$ cat config.mk
export PLATFORM = sky130hd
export DESIGN_NAME = des_round_engine
export DESIGN_NICKNAME = d
export VERILOG_FILES = /design/src/rtl/des_round_engine.sv
export SDC_FILE = /design/constraint.sdc
export NUM_CORES = 1
export LEC_CHECK = 0
export CAP_MARGIN = 20
export CORE_ASPECT_RATIO = 0.6
export CORE_MARGIN = 4
export CORE_UTILIZATION = 40
export CTS_CLUSTER_DIAMETER = 40
export DETAILED_ROUTE_END_ITERATION = 7
export PLACE_DENSITY = 0.83
export SLEW_MARGIN = 20
export SYNTH_ARGS = -nofsm -noshare
export SYNTH_HDL_FRONTEND = slang
export SYNTH_SLANG_ARGS = --single-unit
$ cat constraint.sdc
create_clock -name Clk -period 1.6 [get_ports Clk]
set_input_delay 0.16 -clock Clk [delete_from_list [all_inputs] [get_ports Clk]]
set_output_delay 0.16 -clock Clk [all_outputs]
set_load 0.05 [all_outputs]
$ cat src/rtl/des_round_engine.sv
// Iterative DES Feistel round controller: holds L/R, steps one round per clock
// against an external f-function and delivers the pre-output block R16||L16.
//
// state | meaning
// IDLE  | waiting for Start; RightOut shows the last R half
// RUN   | one Feistel round per edge; f-function consumes RightOut/SubkeyIdx
// DONE  | single cycle with Done high; Start here reloads with no bubble
module des_round_engine #(
    parameter int ROUNDS = 16
) (
    input  logic        Clk,
    input  logic        RstN,
    input  logic        Start,
    input  logic        Decrypt,
    input  logic [63:0] DataIn,
    input  logic [31:0] FOut,
    output logic [31:0] RightOut,
    output logic [3:0]  SubkeyIdx,
    output logic        Busy,
    output logic        Done,
    output logic [63:0] DataOut
);

    typedef enum logic [1:0] {
        IDLE = 2'd0,
        RUN  = 2'd1,
        DONE = 2'd2
    } state_t;

    localparam logic [3:0] LAST_RND = 4'(ROUNDS - 1);

    state_t      state;
    logic [31:0] l_half;
    logic [31:0] r_half;
    logic [3:0]  rnd;
    logic        dec_q;
    logic [31:0] r_next;
    logic [3:0]  idx_rnd;

    assign r_next   = l_half ^ FOut;
    assign RightOut = r_half;

    // Outside RUN the key schedule sees the round-0 index for the stored direction.
    assign idx_rnd   = (state == RUN) ? rnd : 4'd0;
    assign SubkeyIdx = dec_q ? (4'd15 - idx_rnd) : idx_rnd;

    always_ff @(posedge Clk or negedge RstN) begin
        if (!RstN) begin
            state   <= IDLE;
            l_half  <= '0;
            r_half  <= '0;
            rnd     <= '0;
            dec_q   <= 1'b0;
            DataOut <= '0;
            Done    <= 1'b0;
            Busy    <= 1'b0;
        end else begin
            Done <= 1'b0;
            case (state)
                IDLE, DONE: begin
                    if (Start) begin
                        l_half <= DataIn[31:0];
                        r_half <= DataIn[63:32];
                        rnd    <= '0;
                        dec_q  <= Decrypt;
                        Busy   <= 1'b1;
                        state  <= RUN;
                    end else begin
                        Busy  <= 1'b0;
                        state <= IDLE;
                    end
                end
                RUN: begin
                    l_half <= r_half;
                    r_half <= r_next;
                    if (rnd == LAST_RND) begin
                        // Counter is cleared rather than incremented so it never wraps.
                        rnd     <= '0;
                        DataOut <= {r_half, r_next};
                        Done    <= 1'b1;
                        Busy    <= 1'b0;
                        state   <= DONE;
                    end else begin
                        rnd <= rnd + 4'd1;
                    end
                end
                default: begin
                    Busy  <= 1'b0;
                    state <= IDLE;
                end
            endcase
        end
    end

endmodule

# Yosys cells after proc, flatten, opt, wreduce, memory -nomap -nowiden
# Cells that the tools add are included.
# W data, S select, Z words.
op_classes:
  div: 0
  addsub: 2
  n_mul: 0
  n_mux: 17
  bitwise: 1
  magnitude_cmp: 0
  eq_ne: 5
  reduce_logical: 6
  n_shift: 0
op_table:
  columns: ["op", "n"]
  rows:
  - ["$pmux W32 S2", 2]
  - ["$mux W32", 2]
  - ["$xor A32 B32 Y32", 1]
  - ["$mux W4", 4]
  - ["$pmux W4 S2", 1]
  - ["$reduce_and A2 Y1", 3]
  - ["$mux W1", 5]
  - ["$add A4 B1 Y4 const B", 1]
  - ["$eq A4 B4 Y1 const B", 1]
  - ["$pmux W2 S2", 1]
  - ["$sub A4 B4 Y4 const A", 1]
  - ["$eq A2 B1 Y1 const B", 1]
  - ["$eq A2 B2 Y1 const B", 1]
  - ["$logic_not A2 Y1", 1]
  - ["$mux W2", 1]
  - ["$ne A2 B1 Y1 const B", 1]
  - ["$ne A2 B2 Y1 const B", 1]
  - ["$pmux W1 S2", 1]
  - ["$reduce_bool A2 Y1", 1]
  - ["$reduce_or A2 Y1", 1]
word_totals:
  reg_bits: 137
  out_inout_bits: 102
  mem_bits_rw: 0
  rom_bits: 0
  mem_count: 0
  latch_bits: 0
  word_cells: 39

# Depth between registers and ports, before layout
# Gate-level depths: netlist of run 1.
logic_depth:
  depth_word: 4
  mapped_depth: 6

# Worst setup path before layout of run 1
# OpenSTA, ideal clock, no wires.
synth_path:
  path_kind: "register -> output"
  from: "reg state[0]"
  to: "out SubkeyIdx[0]"
  path_slack_ns: -0.594
  t_arrival_ns: 2.034
  required_ns: 1.440
  n_path_buf: 1
  stages_incl_launch_ff: 5
  path_cell_list: "dfrtp_1 nor2b_1 clkbuf_1 nand2_1 xnor2_1"
synth_via:
  elab_chain_len: 4
synth_rtl:
  columns: ["element", "line", "text"]
  rows:
  - ["from (decl)", "32", "state_t state;"]
  - ["from (signal assigned)", "49", "state <= IDLE;"]
  - ["from (signal assigned)", "67", "state <= RUN;"]
  - ["from (signal assigned)", "70", "state <= IDLE;"]
  - ["$eq A2 B1 Y1 (*)", "44", "assign idx_rnd = (state == RUN) ? rnd : 4'd0;"]
  - ["$mux W4 (*)", "44", null]
  - ["$sub A4 B4 Y4", "45", "assign SubkeyIdx = dec_q ? (4'd15 - idx_rnd) : idx_rnd;"]
  - ["$mux W4 (*)", "45", null]
  - ["to (decl)", "18", "output logic [3:0] SubkeyIdx,"]
# Mark *: on every way between the ends. The rest lies on a longest branch, timed or not.

# Final worst setup path of run 1
layout_path:
  from: "reg state[1]"
  to: "reg DataOut[43]"
layout_via:
  elab_chain_len: 2
layout_rtl:
  columns: ["element", "line", "text"]
  rows:
  - ["$eq A2 B1 Y1", "59", "case (state)"]
  - ["$reduce_and A2 Y1 (no line)", null, null]
  - ["to (signal assigned)", "79", "DataOut <= {r_half, r_next};"]
  - ["to (decl)", "21", "output logic [63:0] DataOut"]
# Every way passes these cells.
# A chain may end at the register's enable or synchronous reset.

==> key figures, run 1 <==
Critical path
  – RR Endpoint: DataOut[43]
  – Crit-path cells: buf_4, nand2b_4, nor2_4, buf_12, mux2_1
  – Worst EP arrival: roughly 1.9 ns
  – CP Capture Type: register
  – Worst path bufs/invs: 2
  – Crit Path Max Fanout: 35
  – Flop2flop setup slack: -0.04 ns
  – FF-to-FF Start: state[1]
  – Worst Reg-to-Reg Cells: 5
  – Setup CP Type: reg2reg
  – CP required: 1.87 ns
  – Critical path's slowest cell: dfrtp_1
  – Critical path's largest stage delay: between 0.3 and 0.4 ns
  – Critical path launch point type: register
  – CP top delay family: flip-flops

Synthesis
  – Post-synth EDFFs: 0
  – Yosys warning total: 0
  – Mapped Area: around 0.0059 mm2
  – Net Count, Synth: ~660
  – Seq/Total Area, Yosys: 0.575
  – Post-synth top cells: dfrtp_1, nand2_1, nor2_1, mux2_1, a31oi_1
  – Netlist cell types: 26
  – Area share of the largest cell type after synthesis: 0.575
  – Area leader, netlist: dfrtp_1
  – Synth Instances: between 500 and 600
  – Count leader, synth: dfrtp_1
  – Top post-synthesis cells by area: dfrtp_1, mux2_1, nand2_1
  – Synthesized flop and latch total: 136
  – Synth Flop Type: dfrtp_1
  – Post-synthesis async set-or-reset flop share: 1.00
  – Mean Syn Cell Area: about 11 um2

Route
  – Vias post-DR: 4939
  – Wire per inst: 17.6 um
  – Total wire length: between 15000 and 20000 um
  – Detail Route Antenna Nets: 0
  – Via-to-Cell Ratio: a little over 5
  – Number of remaining DRC errors: 0
  – Drt pass-1 iters: 4
  – Initial DRC Count: 300

STA
  – Worst-Margin Slew: 0.371 ns
  – Max frequency: 609 MHz
  – Setup WS post-layout: -0.0425 ns
  – Setup violators final: 28
  – Pins Over Slew Limit: 0
  – Fin crit period: 1.64 ns
  – Final hold vios: 0
  – Worst slew margin: 0.752
  – Fin Clk Skew: around 0.012 ns
  – RSZ-0062 raised after global routing: true
  – Tcrit/Tclk final: 1.03

CTS
  – H-tree depth: 4
  – Clk pin slew, worst setup/hold paths: ~0.060 ns
  – Clk sinks: 136
  – Clk_lat worst skew: 0.40 ns
  – CTS tree: built
  – Total CTS buffers: 17
  – CTS Root Cell: clkbuf_16
  – Clk buf depth: 2

Die
  – Die area: between 0.015 and 0.02 mm2
  – Die width: 165 um
  – Die Y: approximately 100 um
  – FP Rows: 34
  – IO Pins: between 200 and 250
  – Placeable Area: ~0.015 mm2
  – Initial Utilization: 0.408

Pwr
  – P_leak: 4.02 nW
  – Sequential power share: 0.275
  – Sw Ratio: 0.471
  – Net Sw Power: 11.4 mW
  – Logic pwr share: 0.551
  – Clock power frac: 0.174
  – Internal Power: 12.8 mW
  – Peak supply drop: between 1000 and 1500 uV
  – Power Density: ~2700 mW/mm2

Global route
  – Congestion Overflow GR: 0
  – Tot GR Track Use: 0.194
  – Largest net degree at the start of global routing: between 70 and 80
  – First-pass GRT wire length: between 20000 and 30000 um
  – Number of global-route vias before repair: ~4800
  – Antenna violations before repair: 0

Final layout
  – FF/Latch Area: 0.00341 mm2
  – Multi-input logic area: 0.00243 mm2
  – Final core utilization: 0.622
  – N_diodes: 0
  – Synth-to-Final Area Change: 52.5%
  – Share of cells above drive strength 1: 0.228
  – Fill cell count: between 1000 and 1500
  – Non-filler cells, final: between 900 and 1000
  – # nets final: 870

Place
  – GPL Wtd Cong: 0.807
  – Port Buf Inserts: about 200
  – Placed cells: ~930
  – Final HPWL DP: roughly 11000 um

Outcome
  – Failing checks: negative setup slack
  – Status: finished, violations left

Worst hold path
  – Hold Crit Class: in2async

Flow run
  – Total of max-cap violations: 0
-- layer usage --
metal  part of all wire  vias up  track usage
met5                  0        -            0
met4             0.0098        0       0.0588
met3               0.11       13       0.0867
met2               0.44      211        0.290
met1               0.44     2407        0.255
li1                   -     2308            -
-- area by class of cell --
cell class,instances,area share
timing repair buffer,232,0.256
tap,198,0.0274
multi-input combinational,382,0.269
clock inverter,10,0.0186
clock buffer,21,0.0521
sequential,136,0.377
-- power groups by stage --
stage	clock (mW)	sequential, mW	combinational, mW
finish	4.20	6.65	13.3
CTS	4.29	6.65	13.0
detailed placement	0	6.67	12.8
global placement	0	6.65	12.5
floorplan	0	10.8	4.23
global route	4.46	6.90	14.2
-- registers in the layout, indices dropped and copies added, names as in the netlist --
register / flops
state: 2
rnd: 4
DataOut: 64
dec_q: 1
l_half: 32
RightOut: 32
Done: 1
-- worst max path at each step --
stage,from,to,cells after the start
final,state[1],DataOut[43],5
after global routing,state[1],SubkeyIdx[1],5
after CTS,state[1],SubkeyIdx[3],5
after detailed placement,rnd[0],DataOut[43],5
after global placement,rnd[0],DataOut[44],5
after floorplan,rnd[0],DataOut[42],6
-- worst register-to-register path, stage by stage (launching register included) --
cell	delay, ns
dfrtp_1	0.39
buf_4	0.14
nand2b_4	0.18
nor2_4	0.18
buf_12	0.25
mux2_1	0.39
-- logic make-up (layout without fill, tap and decap cells) --
kind of cell,after synthesis,in the layout,synth area share
XOR/XNOR,36,36,0.0532
buffers and inverters,38,263,0.0351
multiplexers,66,66,0.125
adder cells (fa/ha/maj),1,1,0.00211
AND/OR/NAND/NOR,211,211,0.138
flip-flops,136,136,0.575
AO/OA/AOI/OAI,68,68,0.0718
-- stage by stage --
stage                     hold WS [ns]  cell area [um2]  setup TNS, ns  worst slack (ns)  power, mW
after global placement          0.0939             8110              0            0.0845       19.1
final                            0.235             9030         -0.322           -0.0425       24.2
after CTS                        0.229             8830         -0.209           -0.0726       23.9
after floorplan                 -0.136             5990              0           0.00580       15.0
after detailed placement        0.0883             8110              0            0.0296       19.4
after global routing             0.246             9030          -4.48            -0.122       25.5
-- layout by cell type (no fill, tap or decap), types with 2 or more instances in the layout --
cell,count
xor2_1,32
clkbuf_8,3
nand3_1,3
dfrtp_2,2
nor2_1,65
nor3_1,3
buf_12,12
buf_4,110
dfrtp_1,134
clkdlybuf4s50_1,98
nand2_4,3
nand2_1,131
o22ai_1,3
clkbuf_16,23
bufinv_16,4
mux2_1,64
clkinv_4,3
buf_6,2
xnor2_4,3
buf_16,3
a31oi_1,60
-- repair_timing --
action / in CTS / in global routing
endpoints found under the setup margin: 4 / 111
resized for setup: 8 / 4
hold buffers: 1 / 0
pin swaps: 6 / 3
gates cloned: 0 / 6
hold endpoints to repair: 37 / 0
setup buffers: 6 / 2
Power figures use the tool's default switching activity.
==> inputs of run 2 (changes only) <==
--- a/config.mk
+++ b/config.mk
@@ -12,6 +12,7 @@
 export CTS_CLUSTER_DIAMETER = 40
 export DETAILED_ROUTE_END_ITERATION = 7
 export PLACE_DENSITY = 0.83
+export RECOVER_POWER = 25
 export SLEW_MARGIN = 20
 export SYNTH_ARGS = -nofsm -noshare
 export SYNTH_HDL_FRONTEND = slang
==> key figures, run 2 (synthesis results as in run 1) <==
Critical path
  – Worst path bufs/invs: 2 (unchanged)
  – FF-to-FF Start: state[1]
  – Worst EP arrival: 1.91 ns (about the same)
  – Worst Reg-to-Reg Cells: 5 (unchanged)
  – Critical path's largest stage delay: 0.39 ns (about the same)
  – CP required: 1.87 ns (about the same)
  – Crit-path cells: buf_4, nand2b_4, nor2_4, buf_12, mux2_1
  – Critical path launch point type: register
  – CP top delay family: flip-flops
  – Launch point of the worst path: state[1]
  – Flop2flop setup slack: -0.04 ns (about the same)
  – Crit Path Max Fanout: 35 (unchanged)
  – Setup CP Type: reg2reg
  – CP Capture Type: register
  – Critical path's slowest cell: dfrtp_1
  – RR Endpoint: DataOut[43]

Final layout
  – # nets final: 870 (unchanged)
  – Share of cells above drive strength 1: 0.228 (unchanged)
  – Most common cell after layout, fill and taps aside: dfrtp_1
  – Non-filler cells, final: 979 (unchanged)
  – FF/Latch Area: 0.00341 mm2 (unchanged)
  – N_diodes: 0 (unchanged)
  – Design area: 0.00901 mm2 (-0.19%)
  – Max FFs per register: 64 (unchanged)
  – Largest Register: DataOut
  – Multi-input logic area: 0.00243 mm2 (unchanged)
  – Synth-to-Final Area Change: 52.2%
  – Most frequent cells in the layout: dfrtp_1, nand2_1, buf_4, clkdlybuf4s50_1, nor2_1
  – Final core utilization: 0.621 (-0.00121)
  – Fill cell count: 1171 (+0.52%)

Worst hold path
  – Hold path depth: 3
  – Hold EP: dec_q
  – Hold Crit Class: in2reg
  – Hold Startpoint: Decrypt

Place
  – DP Area: 0.00811 mm2 (unchanged)
  – GPL Wtd Cong: 0.807 (unchanged)
  – Placed cells: 934 (unchanged)
  – Final HPWL DP: 11100 um (unchanged)
  – Port Buf Inserts: 201 (unchanged)

Global route
  – Largest net degree at the start of global routing: 76 (unchanged)
  – First-pass GRT wire length: 25600 um (unchanged)
  – Congestion Overflow GR: 0 (unchanged)
  – Number of global-route vias before repair: 4797 (unchanged)
  – Tot GR Track Use: 0.194 (unchanged)
  – Antenna violations before repair: 0 (unchanged)

CTS
  – Clk_lat worst skew: 0.41 ns (about the same)
  – CTS Root Cell: clkbuf_16
  – H-tree depth: 4 (unchanged)
  – Clk buf depth: 2 (unchanged)
  – Total CTS buffers: 17 (unchanged)
  – CTS tree: built
  – Clk sinks: 136 (unchanged)
  – Clk pin slew, worst setup/hold paths: 0.06 ns (about the same)

Die
  – Die width: 165 um (unchanged)
  – Initial Utilization: 0.408 (unchanged)
  – Die area: 0.0169 mm2 (unchanged)
  – Die Y: 102 um (unchanged)
  – Placeable Area: 0.0145 mm2 (unchanged)
  – IO Pins: 202 (unchanged)
  – FP Rows: 34 (unchanged)

Pwr
  – Net Sw Power: 11.4 mW (about the same)
  – P_leak: 4.02 nW (-0.15%)
  – Peak supply drop: 1410 uV (+0.25%)
  – Power Density: 2680 mW/mm2 (+0.21%)
  – Clock power frac: 0.174 (about the same)
  – Internal Power: 12.8 mW (about the same)
  – Logic pwr share: 0.551 (about the same)
  – Sw Ratio: 0.471 (about the same)
  – Sequential power share: 0.275 (about the same)

Route
  – Detail Route Antenna Nets: 0 (unchanged)
  – Drt pass-1 iters: 5 (+1)
  – Via-to-Cell Ratio: 5.06 (+0.32%)
  – Initial DRC Count: 269 (-10%)
  – Vias post-DR: 4955 (+0.32%)
  – Total wire length: 17200 um (about the same)
  – Wire per inst: 17.6 um (about the same)
  – Number of remaining DRC errors: 0 (unchanged)

Flow run
  – Total of max-cap violations: 0 (unchanged)

STA
  – Max frequency: 609 MHz (about the same)
  – Fin Clk Skew: 0.0124 ns (+0.00000510 ns)
  – Total negative slack: -0.306 ns (+0.0160 ns)
  – Tcrit/Tclk final: 1.03 (about the same)
  – Pins Over Slew Limit: 0 (unchanged)
  – Setup violators final: 24 (-14%)
  – Fin crit period: 1.64 ns (-0.000531 ns)
  – Worst slew margin: 0.349 (-0.403)
  – Final hold vios: 0 (unchanged)
  – Worst-Margin Slew: 0.976 ns (+0.605 ns)
  – Setup WS post-layout: -0.0420 ns (+0.000531 ns)
  – RSZ-0062 raised after global routing: true

Outcome
  – Status: finished, violations left
  – Failing checks: negative setup slack
[run 2: cell count changes in the layout (fill, tap and decap cells not counted), sizes merged]
cell,change
clkbuf,+2
buf,-2
[run 2: metrics by stage]
| stage | setup WS, ns | hold WS, ns | power (mW) |
|---|---|---|---|
| after floorplan | 0.00580 | -0.136 | 15.0 |
| after detailed placement | 0.0296 | 0.0883 | 19.4 |
| final | -0.0420 | 0.285 | 24.2 |
| after CTS | -0.0726 | 0.229 | 23.9 |
| after global routing | -0.122 | 0.277 | 25.5 |
| after global placement | 0.0845 | 0.0939 | 19.1 |
[run 2: area by class of cell]
cell class | count | share of cell area
Tap cell | 198 | 0.0275
Sequential cell | 136 | 0.378
Clock buffer | 21 | 0.0522
Multi-Input combinational cell | 382 | 0.269
Timing Repair Buffer | 232 | 0.255
Clock inverter | 10 | 0.0186
[run 2: worst max-delay path by stage]
stage          slack, ns      endpoint  cells past startpoint
2_1_floorplan      0.006   DataOut[42]                      6
3_3_place_gp        0.08   DataOut[44]                      5
3_5_place_dp        0.03   DataOut[43]                      5
4_1_cts            -0.07  SubkeyIdx[3]                      5
5_1_grt            -0.12  SubkeyIdx[1]                      5
6_report           -0.04   DataOut[43]                      5
[run 2: layer usage]
metal	up-vias	wire length (um)	global-route usage
li1	2306	-	-
met1	2426	7520	0.255
met2	211	7580	0.290
met3	12	1930	0.0867
met4	0	178	0.0588
met5	-	0	0
[run 2: power by group through the flow]
| stage | Sequential, mW | Clock, mW | Combinational, mW |
|---|---|---|---|
| global route | 6.90 | 4.46 | 14.2 |
| finish | 6.65 | 4.20 | 13.3 |
| detailed placement | 6.67 | 0 | 12.8 |
| CTS | 6.65 | 4.29 | 13.0 |
| floorplan | 10.8 | 0 | 4.23 |
| global placement | 6.65 | 0 | 12.5 |
[run 2: worst reg2reg max path: stages, from the launching register on]
cell,delay [ns]
dfrtp_1,0.39
buf_4,0.14
nand2b_4,0.18
nor2_4,0.18
buf_12,0.24
mux2_1,0.39
[run 2: repair_timing]
| item | CTS | global route |
|---|---|---|
| endpoints found under the hold margin | 37 | 0 |
| endpoints found under the setup margin | 4 | 111 |
| hold buffers | 1 | 0 |
| pin swaps | 6 | 3 |
| gates resized for setup | 8 | 4 |
| setup buffers | 6 | 2 |
| cloned | 0 | 6 |
==> inputs of run 3 (changes only) <==
--- a/config.mk
+++ b/config.mk
@@ -11,9 +11,8 @@
 export CORE_UTILIZATION = 40
 export CTS_CLUSTER_DIAMETER = 40
 export DETAILED_ROUTE_END_ITERATION = 7
-export PLACE_DENSITY = 0.83
+export PLACE_DENSITY = 0.8
 export RECOVER_POWER = 25
-export SLEW_MARGIN = 20
 export SYNTH_ARGS = -nofsm -noshare
 export SYNTH_HDL_FRONTEND = slang
 export SYNTH_SLANG_ARGS = --single-unit
==> constraint.sdc (replaced) <==
create_clock -name Clk -period 2.1 [get_ports Clk]
set_input_delay 0.21 -clock Clk [delete_from_list [all_inputs] [get_ports Clk]]
set_output_delay 0.21 -clock Clk [all_outputs]
set_load 0.05 [all_outputs]
==> key figures, run 3 (synthesis results as in run 1) <==
CTS
  – CTS Root Cell: clkbuf_16
  – Total CTS buffers: 17 (unchanged)
  – Clk pin slew, worst setup/hold paths: 0.06 ns (about the same)
  – Clk_lat worst skew: 0.40 ns (about the same)
  – Clk buf depth: 2 (unchanged)
  – Clk sinks: 136 (unchanged)
  – Post-CTS Setup Repair Bufs: 0 (-6)
  – H-tree depth: 4 (unchanged)
  – CTS tree: built

Route
  – Detail Route Antenna Nets: 0 (unchanged)
  – Drt pass-1 iters: 5 (unchanged)
  – Wire per inst: 17.1 um (-2.8%)
  – Initial DRC Count: 366 (+36%)
  – Total wire length: 16400 um (-4.8%)
  – Vias post-DR: 4804 (-3.0%)
  – Via-to-Cell Ratio: 5.01 (-1.0%)
  – Number of remaining DRC errors: 0 (unchanged)

Pwr
  – Power Density: 2010 mW/mm2 (-25%)
  – P_leak: 3.71 nW (-7.6%)
  – Clock power frac: 0.162 (-0.012)
  – Internal Power: 9.27 mW (-28%)
  – Sequential power share: 0.286 (+0.011)
  – Sw Ratio: 0.475 (+0.00386)
  – Net Sw Power: 8.39 mW (-26%)
  – Logic pwr share: 0.552 (about the same)
  – Peak supply drop: 994 uV (-30%)

Final layout
  – # nets final: 850 (-2.3%)
  – Synth-to-Final Area Change: 48.1%
  – Share of cells above drive strength 1: 0.0670 (-0.161)
  – Non-filler cells, final: 959 (-2.0%)
  – Most frequent cells in the layout: clkdlybuf4s50_1, dfrtp_1, nand2_1, nor2_1, mux2_1
  – Largest Register: DataOut
  – Max FFs per register: 64 (unchanged)
  – N_diodes: 0 (unchanged)
  – Most common cell after layout, fill and taps aside: clkdlybuf4s50_1
  – Final core utilization: 0.605 (-0.0167)
  – Design area: 0.00877 mm2 (-2.7%)

Critical path
  – Critical path launch point type: register
  – Worst path bufs/invs: 1 (-1)
  – Crit Path Max Fanout: 6 (-83%)
  – Worst Reg-to-Reg Cells: 5 (unchanged)
  – Worst EP arrival: 1.77 ns (-0.14 ns)
  – Critical path's slowest cell: clkdlybuf4s50_1
  – Critical path's largest stage delay: 0.87 ns (+0.48 ns)
  – CP top delay family: buffers and inverters
  – CP Depth: 1 (-4)
  – Crit-path cells: clkdlybuf4s50_1
  – CP Capture Type: output port
  – CP required: 1.89 ns (+0.02 ns)
  – Setup CP Type: reg2out

Worst hold path
  – Hold Crit Class: in2reg
  – Hold path depth: 3 (unchanged)

STA
  – Fin Clk Skew: 0.00927 ns (-0.00314 ns)
  – Setup violators final: 0 (-100%)
  – Fin crit period: 1.98 ns
  – Final hold slack: 0.341 ns (+0.0559 ns)
  – RSZ-0062 raised after global routing: false
  – Worst slew margin: 0.444 (+0.0947)
  – Final hold vios: 0 (unchanged)
  – Max frequency: 504 MHz
  – Pins Over Slew Limit: 0 (unchanged)
  – Worst-Margin Slew: 0.834 ns (-0.142 ns)
  – Total negative slack: 0 ns (+0.306 ns)
  – Tcrit/Tclk final: 0.945

Die
  – Initial Utilization: 0.408 (unchanged)
  – FP Rows: 34 (unchanged)
  – Die Y: 102 um (unchanged)
  – IO Pins: 202 (unchanged)
  – Placeable Area: 0.0145 mm2 (unchanged)
  – Die width: 165 um (unchanged)
  – Die area: 0.0169 mm2 (unchanged)

Place
  – Final HPWL DP: 11500 um (+3.3%)
  – DP Area: 0.00822 mm2 (+1.4%)
  – GPL Wtd Cong: 0.803 (-0.47%)
  – Placed cells: 927 (-0.75%)
  – Port Buf Inserts: 201 (unchanged)

Global route
  – Tot GR Track Use: 0.197 (+0.00388)
  – Congestion Overflow GR: 0 (unchanged)
  – First-pass GRT wire length: 25900 um (+1.0%)
  – Largest net degree at the start of global routing: 70 (-7.9%)
  – Antenna violations before repair: 0 (unchanged)
  – Number of global-route vias before repair: 4954 (+3.3%)

Flow run
  – Total of max-cap violations: 0 (unchanged)

Outcome
  – Status: finished clean
## run 3: per-stage QoR
step	worst slack, ns	total power, mW
final	0.116	17.7
after global routing	0.0379	18.7
after detailed placement	0.340	14.9
after global placement	0.422	14.6
after CTS	0.0455	17.8
after floorplan	0.136	11.3
## run 3: final timing paths
kind / from / end / slack, ns
worst max-delay path: state[0] / Busy / 0.12
worst min-delay path: Decrypt / dec_q / 0.34
worst max register to register: rnd[0] / DataOut[13] / 0.29
worst min register to register: DataOut[49] / DataOut[49] / 0.48
max in group asynchronous: RstN / l_half[23] / 0.32
min in group asynchronous: RstN / l_half[13] / 0.46
## run 3: area by class of cell
type,instances,area [um2]
Fill cell,1171,5740
Sequential cell,136,3400
Clock buffer,23,468
Timing Repair Buffer,212,2190
Multi-Input combinational cell,382,2360
Clock inverter,8,97.6
Tap cell,198,248
## run 3: layer usage
metal | part of all wire | up-vias | global-route usage
met5 | 0 | - | 0
met1 | 0.45 | 2349 | 0.256
li1 | - | 2256 | -
met4 | 0.0079 | 0 | 0.0486
met3 | 0.11 | 11 | 0.0887
met2 | 0.44 | 188 | 0.306
## run 3: repair_timing
action | in CTS | in global routing
hold endpoints to repair | 31 | 0
setup endpoints to repair | 0 | 3
hold buffers | 1 | 0
gates resized for setup | 0 | 1
## run 3: power by group through the flow
stage / registers (mW) / clock network [mW] / logic (mW)
global route: 5.23 / 3.05 / 10.4
floorplan: 8.19 / 0 / 3.10
detailed placement: 5.07 / 0 / 9.79
CTS: 5.05 / 2.92 / 9.82
global placement: 5.04 / 0 / 9.61
finish: 5.05 / 2.86 / 9.74
## run 3: tightest hold or removal path: cells and delay by family
kind                   cells  cell delay (ns)
buffers and inverters      1             0.40
and+or+nand+nor            2             0.10
